==> config.mk <==
export PLATFORM = sky130hd
export DESIGN_NAME = pattern_detector_flat
export DESIGN_NICKNAME = d
export VERILOG_FILES = /design/src/rtl/pattern_detector_pkg.sv /design/src/rtl/pattern_detector_if.sv /design/src/rtl/pattern_detector_char_rom.sv /design/src/rtl/pattern_detector.sv /design/src/flat_wrapper.sv
export SDC_FILE = /design/constraint.sdc
export NUM_CORES = 1
export LEC_CHECK = 0
export BUFFER_PORTS_ARGS = -buffer_cell sky130_fd_sc_hd__buf_2
export CORE_MARGIN = 4
export CORE_UTILIZATION = 25
export DETAILED_ROUTE_END_ITERATION = 16
export PLACE_DENSITY = 0.49
export SYNTH_ARGS = -nofsm -noshare
export SYNTH_HDL_FRONTEND = slang
export SYNTH_HIERARCHICAL = 1
export SYNTH_SLANG_ARGS = --single-unit
==> constraint.sdc <==
create_clock -name clk_i -period 2.28 [get_ports clk_i]
set_clock_uncertainty 0.1 [all_clocks]
set_input_delay 0.456 -clock clk_i [delete_from_list [all_inputs] [get_ports clk_i]]
set_output_delay 0.456 -clock clk_i [all_outputs]
set_load 0.1 [all_outputs]
==> src/rtl/pattern_detector_pkg.sv <==
// pattern_detector_pkg: pattern table, ASCII constants, state enum and compare helpers (CASE_FOLD_EN selects case-insensitive letters)
package pattern_detector_pkg;
   localparam int PAT_LEN = 13;
   localparam logic [6:0] CH_T     = 7'h54;
   localparam logic [6:0] CH_SPACE = 7'h20;
   localparam logic [6:0] PATTERN [PAT_LEN] = '{
      CH_T, 7'h61, 7'h6C, 7'h61, 7'h6C, CH_SPACE,
      7'h4A, 7'h61, 7'h77, 7'h61, 7'h69, 7'h64, CH_SPACE
   };
   typedef enum logic {HUNT, TRACK} state_t;
   // Letters collapse to upper case when folding is built in; everything else is compared exactly.
   function automatic logic [6:0] fold(input logic [6:0] c);
`ifdef CASE_FOLD_EN
      logic [6:0] u;
      u = c & 7'h5F;
      return (u >= 7'h41 && u <= 7'h5A) ? u : c;
`else
      return c;
`endif
   endfunction
   function automatic logic [0:PAT_LEN-1] onehot(input logic [3:0] i);
      logic [0:PAT_LEN-1] v;
      v = '0;
      v[i] = 1'b1;
      return v;
   endfunction
endpackage

==> src/rtl/pattern_detector_if.sv <==
// pattern_detector_if: character stream in, tracking status out
interface pattern_detector_if
   import pattern_detector_pkg::*;
#(parameter int ERR_W = 8);
   logic [6:0]         c_in;
   logic               c_valid;
   logic [0:PAT_LEN-1] q;
   logic               match;
   logic               locked;
   logic [ERR_W-1:0]   err_cnt;
   modport master (output c_in, c_valid, input q, match, locked, err_cnt);
   modport slave  (input c_in, c_valid, output q, match, locked, err_cnt);
endinterface

==> src/rtl/pattern_detector_char_rom.sv <==
// pattern_char_rom: pattern index to expected character, zero beyond the table
module pattern_char_rom
   import pattern_detector_pkg::*;
(
   input  logic [3:0] idx_i,
   output logic [6:0] ch_o
);
   assign ch_o = (idx_i < 4'(PAT_LEN)) ? PATTERN[idx_i] : 7'h00;
endmodule

==> src/rtl/pattern_detector.sv <==
// pattern_detector: tracks an ASCII stream against the fixed pattern, pulses on each full match, locks after repeats (CASE_FOLD_EN enables case-insensitive letters)
module pattern_detector
   import pattern_detector_pkg::*;
#(
   parameter int LOCK_COUNT = 2,
   parameter int ERR_W      = 8
)
(
   input logic clk_i,
   input logic rst_ni,
   pattern_detector_if.slave bus
);
   localparam int LW = $clog2(LOCK_COUNT + 1);
   state_t             state_q;
   logic [3:0]         idx_q;
   logic [0:PAT_LEN-1] q_q;
   logic               match_q;
   logic               locked_q;
   logic [LW-1:0]      lock_cnt_q;
   logic [LW-1:0]      lock_cnt_d;
   logic [ERR_W-1:0]   err_q;
   logic [6:0]         exp_ch;
   logic               hit;
   logic               is_sync;
   logic               last;
   pattern_char_rom u_rom (.idx_i(idx_q), .ch_o(exp_ch));
   // In HUNT idx is 0, so the expected char is the sync char and one compare serves both states.
   assign hit        = fold(bus.c_in) == fold(exp_ch);
   assign is_sync    = fold(bus.c_in) == fold(CH_T);
   assign last       = idx_q == 4'(PAT_LEN - 1);
   assign lock_cnt_d = (lock_cnt_q == LW'(LOCK_COUNT)) ? lock_cnt_q : lock_cnt_q + LW'(1);
   // FSM with registered position, match pulse, lock and error status
   always_ff @(posedge clk_i) begin
      if (!rst_ni) begin
         state_q    <= HUNT;
         idx_q      <= 4'd0;
         q_q        <= '0;
         match_q    <= 1'b0;
         locked_q   <= 1'b0;
         lock_cnt_q <= '0;
         err_q      <= '0;
      end else begin
         match_q <= 1'b0;
         if (bus.c_valid) begin
            if (hit) begin
               state_q <= TRACK;
               q_q     <= onehot(idx_q);
               if (last) begin
                  idx_q      <= 4'd0;
                  match_q    <= 1'b1;
                  lock_cnt_q <= lock_cnt_d;
                  locked_q   <= locked_q | (lock_cnt_d == LW'(LOCK_COUNT));
               end else begin
                  idx_q <= idx_q + 4'd1;
               end
            end else begin
               if (state_q == TRACK) begin
                  err_q      <= (&err_q) ? err_q : err_q + ERR_W'(1);
                  locked_q   <= 1'b0;
                  lock_cnt_q <= '0;
               end
               state_q <= is_sync ? TRACK : HUNT;
               idx_q   <= is_sync ? 4'd1 : 4'd0;
               q_q     <= is_sync ? onehot(4'd0) : '0;
            end
         end
      end
   end
   assign bus.q       = q_q;
   assign bus.match   = match_q;
   assign bus.locked  = locked_q;
   assign bus.err_cnt = err_q;
endmodule

==> src/flat_wrapper.sv <==
// flat-port wrapper written by rule: the top's interface ports become plain ports
module pattern_detector_flat import pattern_detector_pkg::*;
#(
   parameter int LOCK_COUNT = 2,
   parameter int ERR_W      = 8
)
  (clk_i, rst_ni, bus_c_in, bus_c_valid, bus_q, bus_match, bus_locked, bus_err_cnt);
  pattern_detector_if #(.ERR_W(ERR_W)) bus_i ();
  input logic clk_i;
  input logic rst_ni;
  input wire logic [$bits(bus_i.c_in)-1:0] bus_c_in;
  input wire logic [$bits(bus_i.c_valid)-1:0] bus_c_valid;
  output wire logic [$bits(bus_i.q)-1:0] bus_q;
  output wire logic [$bits(bus_i.match)-1:0] bus_match;
  output wire logic [$bits(bus_i.locked)-1:0] bus_locked;
  output wire logic [$bits(bus_i.err_cnt)-1:0] bus_err_cnt;
  assign bus_i.c_in = bus_c_in;
  assign bus_i.c_valid = bus_c_valid;
  assign bus_q = bus_i.q;
  assign bus_match = bus_i.match;
  assign bus_locked = bus_i.locked;
  assign bus_err_cnt = bus_i.err_cnt;
  pattern_detector #(.LOCK_COUNT(LOCK_COUNT), .ERR_W(ERR_W)) u_core (.clk_i(clk_i), .rst_ni(rst_ni), .bus(bus_i));
endmodule
* Word-level counts from Yosys, hierarchy flattened
Memories as Yosys holds them, arrays and structs flattened. Index checks and enable logic that the tools add are counted.
Storage, ports and cells: register bits 30, latch bits 0, bits in writable memories 0, memory bits (read-only) 112, input bits 10, output and inout port bits 23, word-level logic and storage cells 50, memories 1
Cells by class: $add $sub $neg 3, multiply operators 0, div/mod/pow operators 0, order comparisons 3, equal/unequal tests 6, shift-type cells 0, muxes and demuxes 20, bitwise logic cells 4, reductions and logical operators 6
Memory list:
- (name not given) | depth 16, width 7, rd ports 1, clocked after memory_dff 0, wr ports 0, line pattern_detector_char_rom.sv:8 | assign ch_o = (idx_i < 4'(PAT_LEN)) ? PATTERN[idx_i] : 7'h00;
Operators with widths (count):
- 2-to-1 mux 13 bit | 2
- 2-to-1 mux 7 bit | 3
- adder 8 x 1 -> 8 bit, second input constant | 1
- 2-to-1 mux 1 bit | 8
- 2-to-1 mux 2 bit | 4
- 2-to-1 mux 4 bit | 2
- AND reduction 8 bit | 1
- equality test 7 bit | 1
- equality test 7 bit, second input constant | 1
- AND reduction 3 bit | 2
- >= comparator 5 bit, second input constant | 1
- < comparator 5 x 1 -> 1 bit, second input constant | 1
- NOT 4 -> 5 bit | 1
- adder 4 x 1 -> 4 bit, second input constant | 1
- demux 1 bit (select 4 bit) | 1
- equality test 2 bit, second input constant | 2
- equality test 4 bit, second input constant | 1
- < comparator 4 bit, second input constant | 1
- AND reduction 4 bit | 1
- adder 2 x 1 -> 2 bit, second input constant | 1
- != test 2 bit, second input constant | 1
- NOT 1 bit | 2
- nonzero test 2 bit | 1
- logical AND 1 bit | 1
- bitwise OR 1 bit | 1

* Longest topological paths before layout
word-level depth 8, mapped depth 13, depth with buffers taken out 10

* Hierarchy
Netlist, hierarchy kept.
By module, submodules not included:
- pattern_detector | instances 1, cells each 162, area each 1478.9 sq um, seq. area each 600.6 sq um
- pattern_char_rom | instances 1, cells each 25, area each 166.4 sq um, seq. area each 0.0 sq um

* Worst setup path before layout
OpenSTA, ideal clock, no wires.
path kind register -> register, start point register u_core.idx_q[0], end point register u_core.err_q[3] (netlist: u_core/bus.err_cnt[3]), library setup time 72 ps, arrival time 2270 ps, data required time 2108 ps, slack -162 ps, cell stages (with the launch flop) 12, buffers on the path 2, clock period less this slack 2442 ps, path through dfxtp_1 > inv_1 > ha_1 > nor2b_1 > a22o_1 > xor2_1 > nor2_1 > and3_1 > buf_6 > buf_12 > nor4_1 > mux2i_1
Between the ends: word-level cells in the longest chain between the ends 8, elaborated cells on any way between the ends 9, those cells by class order compare: 1; eq/ne: 1; mux: 3; bitwise: 2; reduce/logical: 1; memory: 1
RTL lines:
- start: declaration | line pattern_detector.sv:15 | logic [3:0] idx_q;
- start signal: assignment | line pattern_detector.sv:54 | idx_q <= idx_q + 4'd1;
- start signal: assignment | line pattern_detector.sv:63 | idx_q <= is_sync ? 4'd1 : 4'd0;
- NOT 4 -> 5 bit (implied by the code) | line pattern_detector_char_rom.sv:8
- memory read (16 x 7 bit)
- 2-to-1 mux 7 bit (implied by the code) (2 in a row) | line pattern_detector_char_rom.sv:8
- 2-to-1 mux 7 bit * | line pattern_detector_char_rom.sv:8
- via u_core.exp_ch[4] | line pattern_detector.sv:22 | logic [6:0] exp_ch;
- equality test 7 bit * | line pattern_detector.sv:28 | assign hit = fold(bus.c_in) == fold(exp_ch);
- NOT 1 bit (no line) *
- AND reduction 4 bit (no line) *
- end signal: assignment | line pattern_detector.sv:58 | err_q <= (&err_q) ? err_q : err_q + ERR_W'(1);
- end: declaration | line pattern_detector.sv:21 | logic [ERR_W-1:0] err_q;
Mark *: on every way through the listed nets, which the timed path passes. The rest lies on a longest branch. The select of a mux whose other input is x is not followed. A chain may end at the register's enable or synchronous reset.

* Worst setup path after layout
start point register u_core.idx_q[1], end point register u_core.idx_q[0]
Between the ends: word-level cells in the longest chain between the ends 7, elaborated cells on any way between the ends 10, those cells by class order compare: 1; eq/ne: 2; mux: 5; bitwise: 1; memory: 1
RTL lines:
- NOT 4 -> 5 bit (implied by the code) | line pattern_detector_char_rom.sv:8
- memory read (16 x 7 bit)
- 2-to-1 mux 7 bit (implied by the code) (2 in a row) | line pattern_detector_char_rom.sv:8
- 2-to-1 mux 7 bit * | line pattern_detector_char_rom.sv:8
- via u_core.exp_ch[5] | line pattern_detector.sv:22
- equality test 7 bit * | line pattern_detector.sv:28
- 2-to-1 mux 4 bit * | line pattern_detector.sv:45 | if (hit) begin
Marks and branches as above.

==> flow_summary.json <==
{
  "vias_per_cell": 4.97,
  "insertedDiodeCount": 0,
  "timing_worst_setup_path_type": "register to register",
  "root_buffer": "sky130_fd_sc_hd__clkbuf_8",
  "dp_worst_setup_slack_ns": -0.0973,
  "run_status": "complete, no violations",
  "initial_core_util": 0.258,
  "power_frac_seq": 0.531,
  "setup_repair_after_global_routing_missed_its_margin": "yes",
  "max_clock_freq_ghz": 0.444,
  "route.antenna.remaining_nets": 0,
  "worst_ep_required_time_ns": 2.35,
  "nNetsFinal": 256,
  "wl_per_cell_microns": 13.5,
  "ir_drop_mv": 0.159,
  "power_leakage_nw": 0.878,
  "clock_insertion_delay_worst_skew_ns": 0.28,
  "layoutNonFillerInstCount": 312,
  "htree_levels": 2,
  "dpl-instance-area_sq_um": 2000,
  "slew_headroom": 0.606,
  "worst-endpoint-arrival_ns": 2.32,
  "grt_pass1_vias": 1533,
  "switching_share": 0.237,
  "critPathMaxStageDelay_ns": 0.40,
  "antenna_found_initial": 0,
  "r2r_setup_slack_ns": 0.03,
  "post-place-cells": 303,
  "ctsLongestPathBuffers": 2,
  "io_buffers": 32,
  "timing.max_cap.violations": 0,
  "hold_crit_class": "register to register",
  "grt_first_pass_wirelength_microns": 7270,
  "netlist-cell-type-count": 44,
  "finalCritPeriodShare": 0.988,
  "synthDominantAreaCellType": "sky130_fd_sc_hd__dfxtp_1",
  "p_sw_w": 0.000234,
  "timing.final.hold_violations": 0,
  "final-setup-viol-count": 0,
  "fp.dieArea_sq_um": 7940,
  "cellPowerDensity_nw_per_um2": 434,
  "syn_area_sq_um": 1650,
  "yosys.cell_count.top_type": "sky130_fd_sc_hd__dfxtp_1",
  "synth-async-reset-ratio": 0,
  "initialDrtViolationCount": 93,
  "first_pass_iters": 4,
  "die_width_microns": 89.1,
  "synth.yosys.seq_area_share": 0.365,
  "cp_slowest_cell": "sky130_fd_sc_hd__dfxtp_4",
  "grt_overflow": 0,
  "final.hold.worst_slack_ns": 0.361,
  "largest_cells_by_area_after_synthesis": "sky130_fd_sc_hd__dfxtp_1 (37%), sky130_fd_sc_hd__ha_1 (8.4%), sky130_fd_sc_hd__a32o_1 (5.5%)",
  "drt_wl_total_microns": 4230,
  "clock_sink_count": 30,
  "yosysWarningCount": 6,
  "synth_area_per_cell_sq_um": 8.80,
  "clock_power_share": 0.407,
  "post-route-util": 0.356,
  "max_slew.worst_pin.slew_ns": 0.589,
  "synthFlopType": "sky130_fd_sc_hd__dfxtp_1",
  "path_clk_slew_ns": 0.06,
  "clock_tree_from_tritoncts": "done",
  "gr-usage-all-layers": 0.117,
  "finalWeightedCongestion": 0.742,
  "final.min_clock_period_ns": 2.25,
  "timing.final.max_slew_violations": 0,
  "p_int_w": 0.000752,
  "power.combinational.fraction": 0.062,
  "grt_start_max_net_pins": 20,
  "synthTopCellsByCount": "sky130_fd_sc_hd__dfxtp_1 (30), sky130_fd_sc_hd__nand2_1 (18), sky130_fd_sc_hd__a21oi_1 (12), sky130_fd_sc_hd__nor2_1 (12), sky130_fd_sc_hd__ha_1 (11)",
  "core_area_sq_um": 6390,
  "drc_errors": 0,
  "postSynthRegisterBits": 30,
  "syn_to_final_growth_pct": 38.1,
  "cts_buffers": 5,
  "cp-start-kind": "register",
  "placementRows": 29,
  "postSynthCellCount": 187,
  "critPathCaptureType": "register",
  "layout.cell_area.non_filler_sq_um": 2270,
  "synth_largest_type_area_fraction": 0.365,
  "critPathMaxFanout": 8,
  "die-height_microns": 89.1,
  "num_vias": 1551,
  "boundary_pins": 33,
  "dp_hpwl_microns": 3010,
  "synth_edf_count": 0,
  "postSynthNetCount": 208,
  "final.setup.worst_slack_ns": 0.0267,
  "drive_gt1_frac": 0.430,
  "series_of_cell_instances_along_the_critical_path": "inv_4, ha_4, buf_4, nor2_2, a21oi_2, xor2_1, nor4_2, and3_4, buf_8, nor2_4, o31a_1"
}
critical path, delay by kind of cell, from the launching register on:
family	cells	cell delay (ns)
and+or+nand+nor	4	0.67
adders and majority gates	1	0.15
xor gates and xnor gates	1	0.17
AOI/OAI and AO/OA	2	0.34
buffers and inverters	3	0.33
DFF	1	0.40
state kept, by name (all words and copies together), names as in the netlist:
name,count
u_core/bus.locked,1
u_core/bus.err_cnt,8
u_core/state_q,1
u_core/bus.q,13
u_core/lock_cnt_q,2
u_core/idx_q,4
u_core/bus.match,1
power by group through the flow:
stage          clock [W]  combinational, W  sequential [W]
2_1_floorplan          0         0.0000288        0.000542
3_3_place_gp           0         0.0000569        0.000535
3_5_place_dp           0         0.0000568        0.000535
4_1_cts         0.000421         0.0000595        0.000524
5_1_grt         0.000438         0.0000671        0.000524
6_report        0.000402         0.0000607        0.000524
final cells by class:
class / count / area [sq um]
Timing Repair Buffer: 51 / 329
Fill cell: 677 / 4110
Sequential cell: 30 / 619
Multi-Input combinational cell: 136 / 1100
Tap cell: 77 / 96.3
Inverter: 11 / 46.3
Clock buffer: 7 / 76.3
layer usage:
layer  wire [microns]  global-route usage
met1             1960               0.150
met2             1990               0.187
met3              172              0.0249
met4               97              0.0514
met5                0                   0
cell families after synthesis:
family          after synthesis  synth area share
fa+ha+maj                    11            0.0836
mux                           4            0.0243
flops                        30             0.365
buf+inv                      21            0.0753
compound gates               42             0.179
simple gates                 71             0.230
xor+xnor                      8            0.0426
cells in the final DEF, fill, tap and decap left out, types with 7 or more instances in the layout:
cell,instances
sky130_fd_sc_hd__dfxtp_2,9
sky130_fd_sc_hd__buf_4,13
sky130_fd_sc_hd__a32o_1,9
sky130_fd_sc_hd__nand3_1,9
sky130_fd_sc_hd__nand2_1,18
sky130_fd_sc_hd__xor2_1,7
sky130_fd_sc_hd__buf_2,32
sky130_fd_sc_hd__nor2_1,10
sky130_fd_sc_hd__dfxtp_1,19
sky130_fd_sc_hd__ha_1,7
through the flow:
stage / setup TNS (ns) / total power, W
final: 0 / 0.000986
after floorplan: 0 / 0.000571
after global routing: -0.592 / 0.00103
after detailed placement: -0.869 / 0.000592
after CTS: -0.00206 / 0.00100
after global placement: -0.674 / 0.000592
what timing repair did:
item	CTS	global route
pin swaps	12	19
cloned	1	0
buffers inserted	1	0
endpoints found under the setup margin	20	28
hold buffers	0	0
resized for setup	13	36
final timing paths:
| kind | cells after the start | to | start |
|---|---|---|---|
| setup / recovery | 11 | u_core/idx_q[0] | u_core/idx_q[1] |
| hold / removal | 1 | u_core/bus.q[2] | u_core/bus.q[2] |
| setup reg to reg | 11 | u_core/idx_q[0] | u_core/idx_q[1] |
| hold reg to reg | 1 | u_core/bus.q[2] | u_core/bus.q[2] |
No activity file was read; power rests on OpenSTA's default activity.
